### src/rtl/stage1_lmn_if.sv
// Leg-vector request and L/M/N result bundle for one servo's stage-1 IK block.
// The master drives the strobe and the leg vector; the slave returns the terms and a valid pulse.
interface stage1_lmn_if;
    logic               enable;
    logic signed [8:0]  lx;
    logic signed [8:0]  ly;
    logic        [7:0]  lz;
    logic        [15:0] L;
    logic        [13:0] M;
    logic signed [14:0] N;
    logic               valid;

    modport master (
        output enable, lx, ly, lz,
        input  L, M, N, valid
    );

    modport slave (
        input  enable, lx, ly, lz,
        output L, M, N, valid
    );
endinterface

### src/rtl/stage1_lmn.sv
// Stage 1 of the per-servo IK pipeline: from one leg vector, forms the L, M, N terms of
// alpha = asin(L/sqrt(M^2+N^2)) - atan(N/M) through a four-state multicycle datapath.
//
//   state | meaning
//   ------+---------------------------------------------------------------
//   IDLE  | waiting for enable; captures lx/ly/lz when it arrives
//   MUL   | squares of the captured vector and the cos/sin products
//   SUM   | sum of squares, trig sum, M term
//   DONE  | clamps L, scales/shifts N, loads outputs and pulses valid
module stage1_lmn #(
    parameter int BETA  = 330,
    parameter int ARM_A = 16,
    parameter int LEG_S = 120
) (
    input  logic         clock,
    input  logic         rst,
    stage1_lmn_if.slave  bus
);

    function automatic int cos_q14(input int deg);
        case (deg)
            0:       return 16384;
            30:      return 14189;
            60:      return 8192;
            90:      return 0;
            120:     return -8192;
            150:     return -14189;
            180:     return -16384;
            210:     return -14189;
            240:     return -8192;
            270:     return 0;
            300:     return 8192;
            330:     return 14189;
            default: return 0;
        endcase
    endfunction

    function automatic int sin_q14(input int deg);
        case (deg)
            0:       return 0;
            30:      return 8192;
            60:      return 14189;
            90:      return 16384;
            120:     return 14189;
            150:     return 8192;
            180:     return 0;
            210:     return -8192;
            240:     return -14189;
            270:     return -16384;
            300:     return -14189;
            330:     return -8192;
            default: return 0;
        endcase
    endfunction

    localparam logic signed [15:0] COS_Q = 16'(cos_q14(BETA));
    localparam logic signed [15:0] SIN_Q = 16'(sin_q14(BETA));
    localparam logic signed [19:0] LEG_K = 20'(LEG_S * LEG_S - ARM_A * ARM_A);
    localparam logic signed [7:0]  TWO_A = 8'(2 * ARM_A);

    localparam logic [1:0] IDLE = 2'd0;
    localparam logic [1:0] MUL  = 2'd1;
    localparam logic [1:0] SUM  = 2'd2;
    localparam logic [1:0] DONE = 2'd3;

    logic [1:0]         state;

    logic signed [8:0]  cap_x;
    logic signed [8:0]  cap_y;
    logic        [7:0]  cap_z;

    logic        [16:0] sq_x;
    logic        [16:0] sq_y;
    logic        [15:0] sq_z;
    logic signed [24:0] prod_c;
    logic signed [24:0] prod_s;

    logic        [17:0] sum_sq;
    logic signed [25:0] trig_sum;
    logic        [13:0] m_term;

    logic signed [17:0] sqx_full;
    logic signed [17:0] sqy_full;
    logic        [15:0] sqz_full;
    logic signed [24:0] pc_full;
    logic signed [24:0] ps_full;

    logic signed [19:0] l_diff;
    logic        [15:0] l_next;
    logic signed [33:0] n_full;
    logic signed [14:0] n_next;

    // Operands are widened before multiplying so the products never wrap.
    assign sqx_full = 18'(cap_x) * 18'(cap_x);
    assign sqy_full = 18'(cap_y) * 18'(cap_y);
    assign sqz_full = 16'(cap_z) * 16'(cap_z);
    assign pc_full  = 25'(COS_Q) * 25'(cap_x);
    assign ps_full  = 25'(SIN_Q) * 25'(cap_y);

    always_comb begin
        l_diff = $signed({2'b00, sum_sq}) - LEG_K;
        l_next = l_diff[15:0];
        if (l_diff < 20'sd0) begin
            l_next = 16'd0;
        end else if (l_diff > 20'sd65535) begin
            l_next = 16'hFFFF;
        end
    end

    // Arithmetic shift floors toward -inf, which is the rounding the later stages expect.
    always_comb begin
        n_full = 34'(trig_sum) * 34'(TWO_A);
        n_next = 15'(n_full >>> 14);
    end

    always_ff @(posedge clock) begin
        if (rst) begin
            state     <= IDLE;
            bus.L     <= 16'd0;
            bus.M     <= 14'd0;
            bus.N     <= 15'sd0;
            bus.valid <= 1'b0;
        end else begin
            bus.valid <= 1'b0;
            case (state)
                IDLE: begin
                    if (bus.enable) begin
                        state <= MUL;
                    end
                end
                MUL: begin
                    state <= SUM;
                end
                SUM: begin
                    state <= DONE;
                end
                DONE: begin
                    bus.L     <= l_next;
                    bus.M     <= m_term;
                    bus.N     <= n_next;
                    bus.valid <= 1'b1;
                    state     <= IDLE;
                end
                default: begin
                    state <= IDLE;
                end
            endcase
        end
    end

    // Datapath registers carry no reset; nothing reaches the outputs except through DONE.
    always_ff @(posedge clock) begin
        if (state == IDLE && bus.enable) begin
            cap_x <= bus.lx;
            cap_y <= bus.ly;
            cap_z <= bus.lz;
        end
        if (state == MUL) begin
            sq_x   <= sqx_full[16:0];
            sq_y   <= sqy_full[16:0];
            sq_z   <= sqz_full;
            prod_c <= pc_full;
            prod_s <= ps_full;
        end
        if (state == SUM) begin
            sum_sq   <= 18'(sq_x) + 18'(sq_y) + 18'(sq_z);
            trig_sum <= 26'(prod_c) + 26'(prod_s);
            m_term   <= 14'(cap_z) * 14'(TWO_A);
        end
    end

endmodule

### src/flat_wrapper.sv
// flat-port wrapper written by rule: the top's interface ports become plain ports
module stage1_lmn_flat 
#(
    parameter int BETA  = 330,
    parameter int ARM_A = 16,
    parameter int LEG_S = 120
)
  (clock, rst, bus_enable, bus_lx, bus_ly, bus_lz, bus_L, bus_M, bus_N, bus_valid);
  stage1_lmn_if bus_i ();
  input  logic clock;
  input  logic rst;
  input wire logic [$bits(bus_i.enable)-1:0] bus_enable;
  input wire logic [$bits(bus_i.lx)-1:0] bus_lx;
  input wire logic [$bits(bus_i.ly)-1:0] bus_ly;
  input wire logic [$bits(bus_i.lz)-1:0] bus_lz;
  output wire logic [$bits(bus_i.L)-1:0] bus_L;
  output wire logic [$bits(bus_i.M)-1:0] bus_M;
  output wire logic [$bits(bus_i.N)-1:0] bus_N;
  output wire logic [$bits(bus_i.valid)-1:0] bus_valid;
  assign bus_i.enable = bus_enable;
  assign bus_i.lx = bus_lx;
  assign bus_i.ly = bus_ly;
  assign bus_i.lz = bus_lz;
  assign bus_L = bus_i.L;
  assign bus_M = bus_i.M;
  assign bus_N = bus_i.N;
  assign bus_valid = bus_i.valid;
  stage1_lmn #(.BETA(BETA), .ARM_A(ARM_A), .LEG_S(LEG_S)) u_core (.clock(clock), .rst(rst), .bus(bus_i));
endmodule
### config.mk
export PLATFORM = sky130hd
export DESIGN_NAME = stage1_lmn_flat
export DESIGN_NICKNAME = d
export VERILOG_FILES = /design/src/rtl/stage1_lmn_if.sv /design/src/rtl/stage1_lmn.sv /design/src/flat_wrapper.sv
export SDC_FILE = /design/constraint.sdc
export NUM_CORES = 1
export LEC_CHECK = 0
export ABC_AREA = 1
export BUFFER_PORTS_ARGS = -buffer_cell sky130_fd_sc_hd__buf_2
export CAP_MARGIN = 20
export CORE_MARGIN = 10
export CORE_UTILIZATION = 35
export DETAILED_ROUTE_END_ITERATION = 10
export PLACE_DENSITY = 0.5
export SLEW_MARGIN = 20
export SYNTH_ARGS = -nofsm -noshare
export SYNTH_HDL_FRONTEND = slang
export SYNTH_SLANG_ARGS = --single-unit
### constraint.sdc
create_clock -name clock -period 5.6 [get_ports clock]
set_input_delay 0.56 -clock clock [delete_from_list [all_inputs] [get_ports clock]]
set_output_delay 0.56 -clock clock [all_outputs]
set_load 0.02 [all_outputs]
==> results.toml, run 1 <==
[clocking]
holdBufCountCts = 0
cts_tree = "yes"
clk-insertion-delay-late_ns = 0.47
path_clk_slew_ns = 0.07
cts_sinks = 181
cts_root_buf = "clkbuf_16"
clockBufferDepth = 2
cts_buffers = 17
cts-resized-gates = 0
cts_setup_buffers = 0
htreeDepth = 4

[yosys]
ys_ff_latch = 181
syn_inst = 1750
synth_cell_types = 45
synth_edf_count = 139
synthArstFlopShare_pct = 0
netlist_area_sq_um = 17000
synth-seq-area-share_pct = 29.5
ys.flop_type = "edfxtp_1"
ys_warn_count = 0
avgSynthCellArea_sq_um = 9.72

[layout]
most-common-layout-cells = "374 x inv_1, 311 x nand2_1, 202 x ha_1, 195 x fa_1, 139 x edfxtp_1"
final_layout_size_suffix_gt1_share_pct = 8.81
syn_to_final_growth_pct = 9.53
diodes = 0
layout_commonest_cell = "inv_1"
fin_area_sq_um = 18600
layout.nets = 2242
postLayoutCoreUtil_pct = 38.9

[floorplan]
design.core.area_sq_um = 47900
num_rows = 80
top_level_ports = 75
die_area_sq_um = 57800
die_height_um = 241
start_util_pct = 35.5
die_x_um = 241

[worst_setup_path]
start_kind = "flop"
regToRegEndpoint = "u_core.sq_y[13]"
reg2reg_from = "u_core.cap_y[2]"
crit_arrival_ns = 5.23
cp-startpoint = "u_core.cap_y[2]"
cp.required_ns = 5.81
path_class = "flop to flop"
worstRegToRegCells = 18
cp_max_fo = 13
rrSetupSlack_ns = 0.58
end_kind = "flop"
worstSetupEndpoint = "u_core.sq_y[13]"

[timing]
timing.final.crit_share_pct = 89.7
tns_ns = 0
worst_pin_slew_ns = 1.03
rsz0062_at_grt = "no"
setup_slack_ns = 0.579
fin_skew_ns = 0.0137
drv_slew = 0
max_slew_margin_pct = 31.6
fin_crit_ns = 5.02
hold_viol_final = 0
setup_violations = 0
max_freq_ghz = 0.199

[placement]
dp_slack_ns = 0.589
place_hpwl_um = 29200
placed_cell_area_sq_um = 18100
numPortBuffers = 68
place_congestion = 0.850

[route]
routed_wl_um = 35100
drc = 0
first_pass_iters = 5
ant_nets = 0
routedWlPerCell_um = 14.4
vias = 11096
drt_iter0_drc = 405
vias_per_cell = 4.54

[min_path]
hold_class = "input port to flop"

[global_route]
grt_pass1_vias = 11502
grt_pass1_wl_um = 58500
antenna_found_initial = 0
grt_overflow = 0
grt.total_usage_pct = 12.8
grt_max_degree = 73

[flow_run]
maxCapViolCount = 0

[outcome]
status = "complete, no violations"
[worst max-delay path: stages (launching register included)]
cell	delay, ns
edfxtp_1	0.62
nand2_1	0.20
inv_1	0.07
fa_1	0.47
inv_1	0.05
fa_1	0.53
inv_1	0.06
fa_1	0.50
fa_1	0.58
fa_1	0.44
ha_1	0.37
a21oi_1	0.19
nand2_1	0.11
nand2_1	0.07
nand2_1	0.05
a21oi_1	0.20
nor2_1	0.06
nor2_1	0.12
xnor2_1	0.07
[metrics by stage]
step           hold slack, ns  cells
6_report                0.260   2442
5_1_grt                 0.227   2442
4_1_cts                 0.225   2442
3_5_place_dp            0.418   2410
3_3_place_gp            0.407   2409
2_1_floorplan           0.400   1758
[Yosys cell counts (all sizes together) (3+ instances only)]
master  count  area share [%]
fa        195              23
a211oi      3            0.13
ha        204              15
inv       379             8.4
xor2       68             3.5
o21ai      37             1.3
o21a        4            0.18
clkbuf     32            0.71
o21bai      5            0.22
buf        13            0.59
nor2       69             1.6
nor3       13            0.41
a21o        8            0.35
nand4       7            0.26
dfxtp      42             4.9
o31ai       5            0.22
xnor2      36             1.9
nand2     318             7.2
edfxtp    139              25
a21oi     111             3.6
nand3      50             1.5
[how the worst min path moves through the flow]
| stage | slack, ns | start | depth (start not counted) | endpoint |
|---|---|---|---|---|
| global route | 0.23 | bus_lx[1] | 1 | u_core.cap_x[1] |
| CTS | 0.23 | bus_lx[1] | 1 | u_core.cap_x[1] |
| finish | 0.26 | bus_lx[4] | 1 | u_core.cap_x[4] |
| detailed placement | 0.42 | u_core.prod_c[11] | 0 | u_core.trig_sum[11] |
| global placement | 0.41 | u_core.prod_c[11] | 0 | u_core.trig_sum[11] |
| floorplan | 0.40 | u_core.prod_c[10] | 0 | u_core.trig_sum[10] |
[cell type report]
type,instances,area [sq um]
Clock buffer,22,497
Clock inverter,10,77.6
Fill cell,4755,29300
Inverter,381,1440
Multi-Input combinational cell,1151,10400
Sequential cell,181,5010
Tap cell,615,769
Timing Repair Buffer,82,453
[registers in the layout, indices dropped and copies added (netlist names)]
signal,cells
u_core.bus.L,16
u_core.bus.M,8
u_core.bus.N,15
u_core.bus.valid,1
u_core.cap_x,9
u_core.cap_y,9
u_core.cap_z,8
u_core.m_term,8
u_core.prod_c,16
u_core.prod_s,10
u_core.sq_x,15
u_core.sq_y,16
u_core.sq_z,15
u_core.state,2
u_core.sum_sq,18
u_core.trig_sum,15
[cells by family after synthesis]
| logic type | count (synthesis) | share of synthesized area [%] |
|---|---|---|
| and+or+nand+nor | 461 | 11.2 |
| buffers and inverters | 426 | 9.73 |
| adders and majority gates | 399 | 37.9 |
| DFF | 181 | 29.5 |
| AOI/OAI and AO/OA | 177 | 6.26 |
| xor gates and xnor gates | 104 | 5.35 |
| other | 1 | 0.0220 |
| muxes | 1 | 0.0662 |
[layer usage]
layer,vias up,track usage (%),part of all wire (%)
li1,5579,-,-
met1,5368,16.7,47
met2,126,21.2,48
met3,23,2.59,3.3
met4,0,3.11,1.1
met5,-,0,0
Power of run 1 is left out: the tool's default activity adds up to more than one toggle a clock period on the data nets, which glitch-free logic cannot reach.
==> run 2: changes to the inputs <==
--- a/config.mk
+++ b/config.mk
@@ -9,9 +9,9 @@
 export BUFFER_PORTS_ARGS = -buffer_cell sky130_fd_sc_hd__buf_2
 export CAP_MARGIN = 20
 export CORE_MARGIN = 10
-export CORE_UTILIZATION = 35
+export CORE_UTILIZATION = 45
 export DETAILED_ROUTE_END_ITERATION = 10
-export PLACE_DENSITY = 0.5
+export PLACE_DENSITY = 0.61
 export SLEW_MARGIN = 20
 export SYNTH_ARGS = -nofsm -noshare
 export SYNTH_HDL_FRONTEND = slang
==> constraint.sdc (replaced) <==
create_clock -name clock -period 5.73 [get_ports clock]
set_input_delay 0.573 -clock clock [delete_from_list [all_inputs] [get_ports clock]]
set_output_delay 0.573 -clock clock [all_outputs]
set_load 0.02 [all_outputs]
==> run 2 against run 1 <==
Net effect: global-route usage is 2.5 points higher; hold slack better by 0.033 ns; flip-flop and latch count stayed put; via count is 1.4% higher; register-to-register slack got worse by 0.07 ns; count of clock-buffer cells in the layout rose by 1; setup slack got worse by 0.073 ns; critical path depth is 1 lower; wire length down 4.6%; die area is 20% lower; design area shrank 0.81%; largest cell class unchanged.
==> results.toml, run 2 (same netlist as run 1, synthesis figures left out) <==
[outcome]
status = "complete, no violations"

[timing]
setup_slack_ns = 0.506
max_freq_ghz = 0.191
fin_skew_ns = 0.0125
fin_crit_ns = 5.22
timing.final.crit_share_pct = 91.2
rsz0062_at_grt = "no"
max_slew_margin_pct = 34.4
hold_viol_final = 0
tns_ns = 0
worst_pin_slew_ns = 0.984
setup_violations = 0
drv_slew = 0

[layout]
most-common-layout-cells = "373 x inv_1, 311 x nand2_1, 201 x ha_1, 195 x fa_1, 139 x edfxtp_1"
layout.nets = 2236
top_register = "u_core.sum_sq"
final_layout_size_suffix_gt1_share_pct = 8.57
fin_area_sq_um = 18500
instances_no_fill = 2332
layout_commonest_cell = "inv_1"
fillers = 3509
diodes = 0
syn_to_final_growth_pct = 8.65
largest_reg_flops = 18
seq_area_sq_um = 5010
multi_input_area_sq_um = 10400

[route]
first_pass_iters = 5
routedWlPerCell_um = 14.4
routed_wl_um = 33500
drc = 0
ant_nets = 0
drt_iter0_drc = 587
vias = 11256
vias_per_cell = 4.83

[worst_setup_path]
start_kind = "flop"
path_class = "flop to flop"
crit_arrival_ns = 5.42
reg2reg_from = "u_core.cap_x[6]"
cp-startpoint = "u_core.cap_x[6]"
end_kind = "flop"
cp_max_fo = 14
cp.required_ns = 5.92

[placement]
place_hpwl_um = 27700
numPortBuffers = 68
placed_cell_area_sq_um = 17900
dp_slack_ns = 0.509
place_congestion = 0.861
dp.cells = 2300

[clocking]
cts_setup_buffers = 0
path_clk_slew_ns = 0.08
clk-insertion-delay-late_ns = 0.45
cts_tree = "yes"
cts-resized-gates = 0
holdBufCountCts = 0
cts_sinks = 181
clockBufferDepth = 2
cts_root_buf = "clkbuf_16"
htreeDepth = 4
cts_buffers = 17

[floorplan]
die_height_um = 214
num_rows = 71
die_area_sq_um = 46000
top_level_ports = 75
design.core.area_sq_um = 37500
die_x_um = 214
start_util_pct = 45.4

[global_route]
grt_overflow = 0
grt.total_usage_pct = 15.2
grt_pass1_wl_um = 57400
grt_max_degree = 73
antenna_found_initial = 0
grt_pass1_vias = 11671

[min_path]
hold_class = "input port to flop"
hp-start = "bus_lz[5]"

[flow_run]
maxCapViolCount = 0
[run 2: changes by cell type in the layout (fill, tap and decap cells not counted), moves of 2 or more]
| cell | change |
|---|---|
| buf_4 | -5 |
| clkbuf_16 | +2 |
| clkinv_1 | +2 |
| clkinv_2 | -2 |
| ha_2 | +2 |
| inv_4 | -2 |
[run 2: layer usage]
layer / global-route usage, % / vias up / part of all wire (%)
met5: 0 / - / 0
met4: 3.95 / 0 / 1.3
met3: 2.13 / 23 / 3.1
met2: 26.0 / 159 / 49
met1: 19.9 / 5508 / 46
li1: - / 5566 / -
[run 2: metrics by stage]
stage	hold slack [ns]	utilization, %
finish	0.294	49.3
detailed placement	0.432	47.7
CTS	0.269	49.3
global placement	0.412	47.7
floorplan	0.400	-
global route	0.275	49.3
[run 2: path summary, 6_finish.rpt]
path / end / slack [ns] / cells after the start
worst max-delay path: u_core.sq_x[13] / 0.51 / 17
worst min register to register: u_core.trig_sum[12] / 0.44 / 0
worst min-delay path: u_core.cap_z[5] / 0.29 / 1
worst max register to register: u_core.sq_x[13] / 0.51 / 17
[run 2: cell type report]
type	count	share of cell area (%)
clock buffer	23	2.94
multi-input combinational	1151	56.2
tap	511	3.46
timing repair buffer	76	2.17
clock inverter	9	0.386
sequential	181	27.1
inverter	381	7.76
[run 2: worst max-delay path, stage by stage, from the launching register on]
cell and delay [ns]:
edfxtp_1 0.75, nand2_1 0.20, fa_1 0.63, inv_1 0.07
fa_1 0.50, inv_1 0.05, fa_1 0.47, inv_1 0.05
fa_1 0.43, fa_1 0.44, ha_1 0.40, a21oi_1 0.21
nand2_1 0.12, a21o_1 0.18, a21oi_1 0.21, nor2_1 0.06
nor2_1 0.11, xor2_1 0.08
Power of run 2 is left out for the same reason.
